## config.mk

```make
export PLATFORM = sky130hd
export DESIGN_NAME = wave_phase_gen
export DESIGN_NICKNAME = d
export VERILOG_FILES = /design/src/rtl/wave_pkg.sv /design/src/rtl/wave_phase_ch_regs.sv /design/src/rtl/wave_phase_gen.sv
export SDC_FILE = /design/constraint.sdc
export NUM_CORES = 1
export LEC_CHECK = 0
export ABC_AREA = 1
export CAP_MARGIN = 20
export CELL_PAD_IN_SITES_DETAIL_PLACEMENT = 1
export CELL_PAD_IN_SITES_GLOBAL_PLACEMENT = 1
export CORE_ASPECT_RATIO = 0.5
export CORE_MARGIN = 4
export CORE_UTILIZATION = 44
export DETAILED_ROUTE_END_ITERATION = 10
export GPL_TIMING_DRIVEN = 0
export HOLD_SLACK_MARGIN = 0.15
export PLACE_DENSITY_LB_ADDON = 0.1
export SYNTH_ARGS = -nofsm -noshare
export SYNTH_HDL_FRONTEND = slang
export SYNTH_HIERARCHICAL = 1
export SYNTH_SLANG_ARGS = --single-unit
```

## constraint.sdc

```tcl
create_clock -name clk_in -period 2.75 [get_ports clk_in]
set_clock_uncertainty 0.1 [all_clocks]
set_input_delay 0.55 -clock clk_in [delete_from_list [all_inputs] [get_ports clk_in]]
set_output_delay 0.55 -clock clk_in [all_outputs]
set_load 0.05 [all_outputs]
```

## src/rtl/wave_pkg.sv

```systemverilog
// Shared constants for the wave phase generator: register field codes,
// output widths and the noise LFSR seed/step function.
package wave_pkg;

    localparam int WAVE_ADDR_W = 5;
    localparam int WAVE_TYPE_W = 3;

    localparam logic [1:0] FLD_PER_LO     = 2'd0;
    localparam logic [1:0] FLD_PER_HI_CFG = 2'd1;
    localparam logic [1:0] FLD_KEYON      = 2'd2;
    localparam logic [1:0] FLD_NOISE      = 2'd3;

    localparam int         LFSR_W    = 15;
    localparam logic [14:0] LFSR_SEED = 15'h0001;

    // Fibonacci step for x^15 + x^14 + 1, shifting towards the MSB.
    function automatic logic [14:0] lfsr_next(input logic [14:0] s);
        return {s[13:0], s[14] ^ s[13]};
    endfunction

endpackage

```

## src/rtl/wave_phase_ch_regs.sv

```systemverilog
// Per-channel register file with write decode. Field 3 (noise mode) only
// exists when WAVE_PHASE_NOISE_EN is defined; otherwise those writes are dropped.
module wave_phase_ch_regs
    import wave_pkg::*;
#(
    parameter int NUM_CH = 4,
    parameter int CH_W   = 2,
    parameter int PER_W  = 12
) (
    input  logic                                    clk_in,
    input  logic                                    rst_in,
    input  logic [CH_W+1:0]                         reg_addr_in,
    input  logic [7:0]                              reg_data_in,
    input  logic                                    reg_we_in,
    output logic [NUM_CH-1:0][PER_W-1:0]            period_out,
    output logic [NUM_CH-1:0][WAVE_TYPE_W-1:0]      wave_type_out,
    output logic [NUM_CH-1:0]                       enable_out,
    output logic [NUM_CH-1:0]                       noise_out,
    output logic [NUM_CH-1:0]                       keyon_out
);

    logic [CH_W-1:0]                        w_ch;
    logic [1:0]                             w_fld;
    logic [NUM_CH-1:0][PER_W-1:0]           r_period;
    logic [NUM_CH-1:0][WAVE_TYPE_W-1:0]     r_wave_type;
    logic [NUM_CH-1:0]                      r_enable;

    assign w_ch  = reg_addr_in[CH_W+1:2];
    assign w_fld = reg_addr_in[1:0];

    always_ff @(posedge clk_in) begin
        if (rst_in) begin
            r_period    <= '0;
            r_wave_type <= '0;
            r_enable    <= '0;
        end else if (reg_we_in) begin
            case (w_fld)
                FLD_PER_LO: r_period[w_ch][7:0] <= reg_data_in;
                FLD_PER_HI_CFG: begin
                    r_period[w_ch][PER_W-1:8] <= reg_data_in[PER_W-9:0];
                    r_wave_type[w_ch]         <= reg_data_in[6:4];
                    r_enable[w_ch]            <= reg_data_in[7];
                end
                default: ;
            endcase
        end
    end

`ifdef WAVE_PHASE_NOISE_EN
    logic [NUM_CH-1:0] r_noise;

    always_ff @(posedge clk_in) begin
        if (rst_in) begin
            r_noise <= '0;
        end else if (reg_we_in && (w_fld == FLD_NOISE)) begin
            r_noise[w_ch] <= reg_data_in[0];
        end
    end

    assign noise_out = r_noise;
`else
    assign noise_out = '0;
`endif

    // Key-on is a one-cycle pulse consumed directly by the phase datapath.
    always_comb begin
        keyon_out = '0;
        for (int c = 0; c < NUM_CH; c++) begin
            keyon_out[c] = reg_we_in && (w_fld == FLD_KEYON) && (w_ch == CH_W'(c));
        end
    end

    assign period_out    = r_period;
    assign wave_type_out = r_wave_type;
    assign enable_out    = r_enable;

endmodule

```

## src/rtl/wave_phase_gen.sv

```systemverilog
// Round-robin phase generator for time-multiplexed tone channels.
// Optional noise mode (15-bit LFSR) is compiled in with WAVE_PHASE_NOISE_EN.
module wave_phase_gen
    import wave_pkg::*;
#(
    parameter int NUM_CH = 4,
    parameter int CH_W   = 2,
    parameter int PER_W  = 12
) (
    input  logic                    clk_in,
    input  logic                    rst_in,
    input  logic [CH_W+1:0]         reg_addr_in,
    input  logic [7:0]              reg_data_in,
    input  logic                    reg_we_in,
    output logic [WAVE_ADDR_W-1:0]  lut_addr_out,
    output logic [WAVE_TYPE_W-1:0]  wave_type_out,
    output logic [CH_W-1:0]         ch_out,
    output logic                    ch_en_out,
    output logic                    valid_out
);

    logic [NUM_CH-1:0][PER_W-1:0]           w_period;
    logic [NUM_CH-1:0][WAVE_TYPE_W-1:0]     w_wave_type;
    logic [NUM_CH-1:0]                      w_enable;
    logic [NUM_CH-1:0]                      w_noise;
    logic [NUM_CH-1:0]                      w_keyon;

    logic [CH_W-1:0]                        r_slot;
    logic [NUM_CH-1:0][WAVE_ADDR_W-1:0]     r_phase;
    logic [NUM_CH-1:0][PER_W-1:0]           r_cnt;

    logic [WAVE_ADDR_W-1:0]                 r_lut_addr;
    logic [WAVE_TYPE_W-1:0]                 r_wave_type;
    logic [CH_W-1:0]                        r_ch;
    logic                                   r_ch_en;
    logic                                   r_valid;

    logic                                   w_step;
    logic [WAVE_ADDR_W-1:0]                 w_lut_addr;

    wave_phase_ch_regs #(
        .NUM_CH (NUM_CH),
        .CH_W   (CH_W),
        .PER_W  (PER_W)
    ) u_regs (
        .clk_in        (clk_in),
        .rst_in        (rst_in),
        .reg_addr_in   (reg_addr_in),
        .reg_data_in   (reg_data_in),
        .reg_we_in     (reg_we_in),
        .period_out    (w_period),
        .wave_type_out (w_wave_type),
        .enable_out    (w_enable),
        .noise_out     (w_noise),
        .keyon_out     (w_keyon)
    );

    // A key-on hitting the serviced channel suppresses its phase step.
    assign w_step = w_enable[r_slot] && (r_cnt[r_slot] == '0) && !w_keyon[r_slot];

`ifdef WAVE_PHASE_NOISE_EN
    logic [LFSR_W-1:0] r_lfsr;

    always_ff @(posedge clk_in) begin
        if (rst_in) begin
            r_lfsr <= LFSR_SEED;
        end else if (w_step && w_noise[r_slot]) begin
            r_lfsr <= lfsr_next(r_lfsr);
        end
    end

    assign w_lut_addr = w_noise[r_slot] ? {WAVE_ADDR_W{r_lfsr[0]}} : r_phase[r_slot];
`else
    assign w_lut_addr = r_phase[r_slot];
`endif

    always_ff @(posedge clk_in) begin
        if (rst_in) begin
            r_slot  <= '0;
            r_phase <= '0;
            r_cnt   <= '0;
        end else begin
            r_slot <= r_slot + CH_W'(1);
            for (int c = 0; c < NUM_CH; c++) begin
                if (w_keyon[c]) begin
                    r_phase[c] <= '0;
                    r_cnt[c]   <= w_period[c];
                end else if ((r_slot == CH_W'(c)) && w_enable[c]) begin
                    if (r_cnt[c] == '0) begin
                        r_cnt[c]   <= w_period[c];
                        r_phase[c] <= r_phase[c] + WAVE_ADDR_W'(1);
                    end else begin
                        r_cnt[c] <= r_cnt[c] - PER_W'(1);
                    end
                end
            end
        end
    end

    // valid_out has no ready: it qualifies each registered slot and is
    // high on every cycle after the first post-reset edge.
    always_ff @(posedge clk_in) begin
        if (rst_in) begin
            r_lut_addr  <= '0;
            r_wave_type <= '0;
            r_ch        <= '0;
            r_ch_en     <= 1'b0;
            r_valid     <= 1'b0;
        end else begin
            r_lut_addr  <= w_lut_addr;
            r_wave_type <= w_wave_type[r_slot];
            r_ch        <= r_slot;
            r_ch_en     <= w_enable[r_slot];
            r_valid     <= 1'b1;
        end
    end

    assign lut_addr_out  = r_lut_addr;
    assign wave_type_out = r_wave_type;
    assign ch_out        = r_ch;
    assign ch_en_out     = r_ch_en;
    assign valid_out     = r_valid;

endmodule

```

==> run metrics, run 1 <==
status finished clean; Buf/Inv on CP 5; worst r2r src r_slot[0]; Post-Syn Instances 1191; Initial DRC Count 417; register share of total power 0.404; Hold EP r_phase[9]; Post-CTS Hold Buffers 0; WP data arrival 2.72 ns; fin crit period 2.51 ns; CTS Buffer Depth 2; Die H 102 um; Max-cap violations 0; RSZ-0062 raised after global routing no; core area 17400 um2; delay-heaviest family, CP buffers and inverters; Final Total Pwr 5460 uW; Hold/Removal Path Class reg2reg; gpl congestion 0.913; clk_lat worst skew 0.43 ns; Avg Inst Size Synth 6.55 um2; Routed Antenna Nets 0; Worst Hold Launch r_phase[9]; Worst Path Class, Setup reg2reg; f_max 399 MHz; max-slew violation count 0; CP Cell Sequence clkinvlp_4 -> clkbuf_2 -> ha_1 -> nand2_1 -> inv_1 -> nor2_4 -> inv_1 -> buf_2 -> o21ai_0 -> a21oi_1; gr usage total 0.254; Sw Ratio 0.311; Worst Max-Slew Pin Slew 0.812 ns; WHS Path Cells 2; H-tree levels 4; GR peak layer met2; Critical Path Sink Type flop; met1 global-route usage 0.359; capturing point of the worst reg2reg path r_cnt[31]; Largest stage delay, worst path 0.47 ns; total number of vias 7679; WP data required 2.96 ns; met3 usage 0.0481; initial core utilization 0.448; number of CTS-inserted buffers 17; R2R Setup Slk 0.24 ns; Area Growth Syn to Fin 15.6%; DPL Wire Length 18.1 mm; Ant. Diodes 0; Clk network pwr share 0.426; crit share post-route 0.912; first-pass GRT wire length 40.5 mm; I/O pin count 27; largest net degree at the start of global routing 17; initial antenna violation count 1; GR Util met2 0.411; Mapped Nets 1222; Post-route DRC 0; Final Hold Viols 0; Int Pwr 3770 uW; nets 1271; layout cell share with drive strength beyond 1 0.0902; clk sink count 146; CTS tree built; Max VDD drop 0.000422 V; Die Width 196 um; die area 20100 um2; reg2reg path depth 10; Synth Warn # 6; crit path max fanout 11; vias per cell 5.16; vias in the first global route 7729; part of the power in combinational logic 0.170; Placed Cells 1451; Power Density 606 nW/um2; # setup viols final 0; Cell Area, Synth 7800 um2; grt ovf 0; crit path launch type flop; Rel. slew slack 0.459; row count 34; P_sw 1700 uW; Crit path top cell by count inv_1; Final Non-Filler Cells 1487; Leakage 0.00405 uW; root buf cell clkbuf_16; I/O Buffers 26; Setup TNS Final 0 ns; First-pass DRT Iterations 4; Post-Route WL 24.9 mm; slowest cell on the critical path dfxtp_1; clock-pin slew on the worst setup and hold paths 0.07 ns; wire length per cell 16.7 um
## placed cells by master (no fill, tap or decap), drive strengths merged
master and count:
nand2 291, nor2 234, inv 155, dfxtp 146
nand3 92, a21oi 91, o21ai 86, clkbuf 32
clkdlybuf4s50 25, buf 23, xor2 21, ha 16
nor3 14, clkinvlp 7, xnor2 7, nand4 3
clkinv 3, nand3b 2, nor3b 2, o211ai 1
bufinv 1, dlymetal6s2s 1
## registers in the layout, indices dropped and copies added (netlist names)
| name | count |
|---|---|
| r_cnt | 48 |
| u_regs/period_out | 48 |
| r_phase | 20 |
| u_regs/wave_type_out | 12 |
| lut_addr_out | 5 |
| u_regs/enable_out | 4 |
| wave_type_out | 3 |
| ch_out | 2 |
| r_slot | 2 |
| ch_en_out | 1 |
| valid_out | 1 |
## per-stage QoR
| step | instance area [um2] | util | setup WS (ns) | hold WS (ns) |
|---|---|---|---|---|
| final | 9020 | 0.518 | 0.241 | 0.372 |
| after global placement | 8350 | 0.480 | -0.560 | 0.351 |
| after CTS | 8960 | 0.515 | 0.0266 | 0.373 |
| after global routing | 9020 | 0.518 | 0.0357 | 0.398 |
| after detailed placement | 8350 | 0.480 | -0.601 | 0.363 |
| after floorplan | 7800 | - | 0.751 | 0.335 |
## routing by layer
metal	vias to the layer above	part of all wire	wire length, um
li1	3841	-	-
met1	3704	0.50	12300
met2	111	0.45	11200
met3	23	0.043	1080
met4	0	0.012	293
met5	-	0	0
## worst max-delay path by stage
stage / startpoint / endpoint / slack (ns) / depth (start not counted)
after global placement: reg_addr_in[0] / r_cnt[8] / -0.56 / 11
after CTS: reg_addr_in[0] / r_cnt[40] / 0.03 / 10
after detailed placement: reg_addr_in[0] / r_cnt[8] / -0.60 / 11
after floorplan: r_slot[0] / r_cnt[3] / 0.75 / 10
after global routing: r_slot[0] / r_cnt[32] / 0.04 / 10
final: r_slot[0] / r_cnt[31] / 0.24 / 10
## power by group through the flow
stage,clock [uW],combinational (uW),sequential (uW)
global route,2460,1030,2220
finish,2330,929,2210
CTS,2370,914,2210
detailed placement,0,901,2260
global placement,0,881,2250
floorplan,0,596,2290
## worst register-to-register path, stage by stage, from the launching register on
cell and delay (ns):
dfxtp_1 0.47, clkinvlp_4 0.24, clkbuf_2 0.24, ha_1 0.24, nand2_1 0.10, inv_1 0.13, nor2_4 0.22, inv_1 0.20
buf_2 0.24, o21ai_0 0.16, a21oi_1 0.06
## timing repair
item / CTS / global route
cloned: 0 / 0
buffers inserted: 0 / 4
pin swaps: 0 / 1
resized for setup: 7 / 10
endpoints found under the setup margin: 29 / 27
## final cells by class
cell class,count,area (um2)
Buffer,32,180
Clock buffer,19,453
Clock inverter,13,125
Fill cell,2337,8380
Inverter,153,582
Multi-Input combinational cell,860,4170
Sequential cell,146,2920
Tap cell,234,293
Timing Repair Buffer,30,293
Power figures use the tool's default switching activity.
==> run 2: changes to the inputs <==
--- a/config.mk
+++ b/config.mk
@@ -16,6 +16,7 @@
 export GPL_TIMING_DRIVEN = 0
 export HOLD_SLACK_MARGIN = 0.15
 export PLACE_DENSITY_LB_ADDON = 0.1
+export SETUP_SLACK_MARGIN = 0.1
 export SYNTH_ARGS = -nofsm -noshare
 export SYNTH_HDL_FRONTEND = slang
 export SYNTH_HIERARCHICAL = 1
==> run 2 against run 1 <==
Global-route usage unchanged. Sequential share of layout area barely moved. Non-clock buffer count rose by 1. Flip-flop and latch count is the same. Critical path depth unchanged. Register-to-register slack improved by 0.05 ns. Die area is the same. Sequential power barely moved. Largest power group unchanged.
==> run metrics, run 2 (same netlist as run 1, synthesis figures left out) <==
Initial DRC Count 388; GR Util met2 0.411; gr usage total 0.254; clk sink count 146; Final WS setup 0.271 ns; DPL Wire Length 18.1 mm; clk_lat worst skew 0.43 ns; RSZ-0062 raised after global routing no; commonest non-fill, non-tap cell in the layout nand2_1; status finished clean; crit path launch type primary input; Power Density 606 nW/um2; crit share post-route 0.902; Area Growth Syn to Fin 15.4%; grt ovf 0; Final Hold Viols 0; Sw Ratio 0.310; Max VDD drop 0.000425 V; register share of total power 0.404; CTS tree built; Post-route DRC 0; part of the power in combinational logic 0.170; Post-Route WL 24.9 mm; P_sw 1690 uW; H-tree levels 4; initial core utilization 0.448; f_max 403 MHz; met1 global-route usage 0.359; Die Width 196 um; First-pass DRT Iterations 5; CTS Buffer Depth 2; Leakage 0.00404 uW; Die H 102 um; Final Non-Filler Cells 1488; gpl congestion 0.913; max-slew violation count 0; fin crit period 2.48 ns; # setup viols final 0; Hold/Removal Path Class reg2reg; total number of vias 7639; number of CTS-inserted buffers 17; most frequent cells in the layout nand2_1 (280), nor2_1 (208), dfxtp_1 (146), inv_1 (143), a21oi_1 (90); layout cell share with drive strength beyond 1 0.0909; GR peak layer met2; core area 17400 um2; die area 20100 um2; crit path max fanout 10; root buf cell clkbuf_16; initial antenna violation count 1; Ant. Diodes 0; I/O pin count 27; Post-CTS Hold Buffers 0; pre-CTS WS -0.601 ns; Clk network pwr share 0.426; vias per cell 5.13; Critical Path Sink Type flop; vias in the first global route 7729; Routed Antenna Nets 0; WP data arrival 2.72 ns; Placed Cells 1451; clock-pin slew on the worst setup and hold paths 0.06 ns; nets 1272; Worst Path Class, Setup in2reg; met3 usage 0.0481; row count 34; Worst Max-Slew Pin Slew 0.808 ns; largest net degree at the start of global routing 17; Int Pwr 3770 uW; WP data required 2.99 ns; Rel. slew slack 0.461; Max-cap violations 0; I/O Buffers 26; wire length per cell 16.7 um; first-pass GRT wire length 40.5 mm
[run 2: layout make-up]
cell class                      instances  area (um2)
Clock inverter                         13         125
Multi-Input combinational cell        860        4150
Inverter                              153         582
Clock buffer                           19         453
Buffer                                 32         180
Tap cell                              234         293
Fill cell                            2336        8400
Timing Repair Buffer                   31         297
Sequential cell                       146        2920
[run 2: final timing paths]
| check | from | end | slack [ns] | cells after the start |
|---|---|---|---|---|
| worst max-delay path | reg_addr_in[0] | r_cnt[40] | 0.27 | 10 |
| worst min-delay path | r_phase[19] | r_phase[19] | 0.37 | 2 |
| worst max register to register | r_slot[0] | r_cnt[31] | 0.29 | 10 |
| worst min register to register | r_phase[19] | r_phase[19] | 0.37 | 2 |
[run 2: per-layer routing]
layer,routed length (um),part of all wire,vias to the layer above
met5,0,0,-
met4,277,0.011,0
met3,950,0.038,21
met2,11100,0.45,102
met1,12500,0.50,3678
li1,-,-,3838
[run 2: critical path, stage by stage]
cell,delay [ns]
dlygate4sd2_1,0.35
inv_1,0.18
buf_2,0.26
nand3_2,0.24
nor2_4,0.23
nor2_2,0.12
inv_1,0.24
buf_2,0.28
nand3_1,0.12
a21oi_1,0.15
[run 2: through the flow]
stage               utilization  hold slack (ns)  TNS (ns)  total power [uW]  instance area, um2
detailed placement        0.480            0.363    -21.85              3160                8350
global route              0.517            0.398         0              5710                9000
global placement          0.480            0.351    -19.38              3130                8350
CTS                       0.515            0.373         0              5490                8960
finish                    0.517            0.371         0              5460                9000
floorplan                     -            0.335         0              2880                7800
[run 2: what timing repair did]
action | 4_1_cts | 5_1_grt
gates cloned | 0 | 0
gates resized for setup | 9 | 4
setup endpoints to repair | 40 | 22
pin swaps | 0 | 1
buffers inserted | 0 | 5
[run 2: power by group through the flow]
stage	Clock, uW	Sequential (uW)	Combinational, uW
final	2330	2210	927
after global routing	2470	2220	1030
after CTS	2370	2210	914
after detailed placement	0	2260	901
after global placement	0	2250	881
after floorplan	0	2290	596
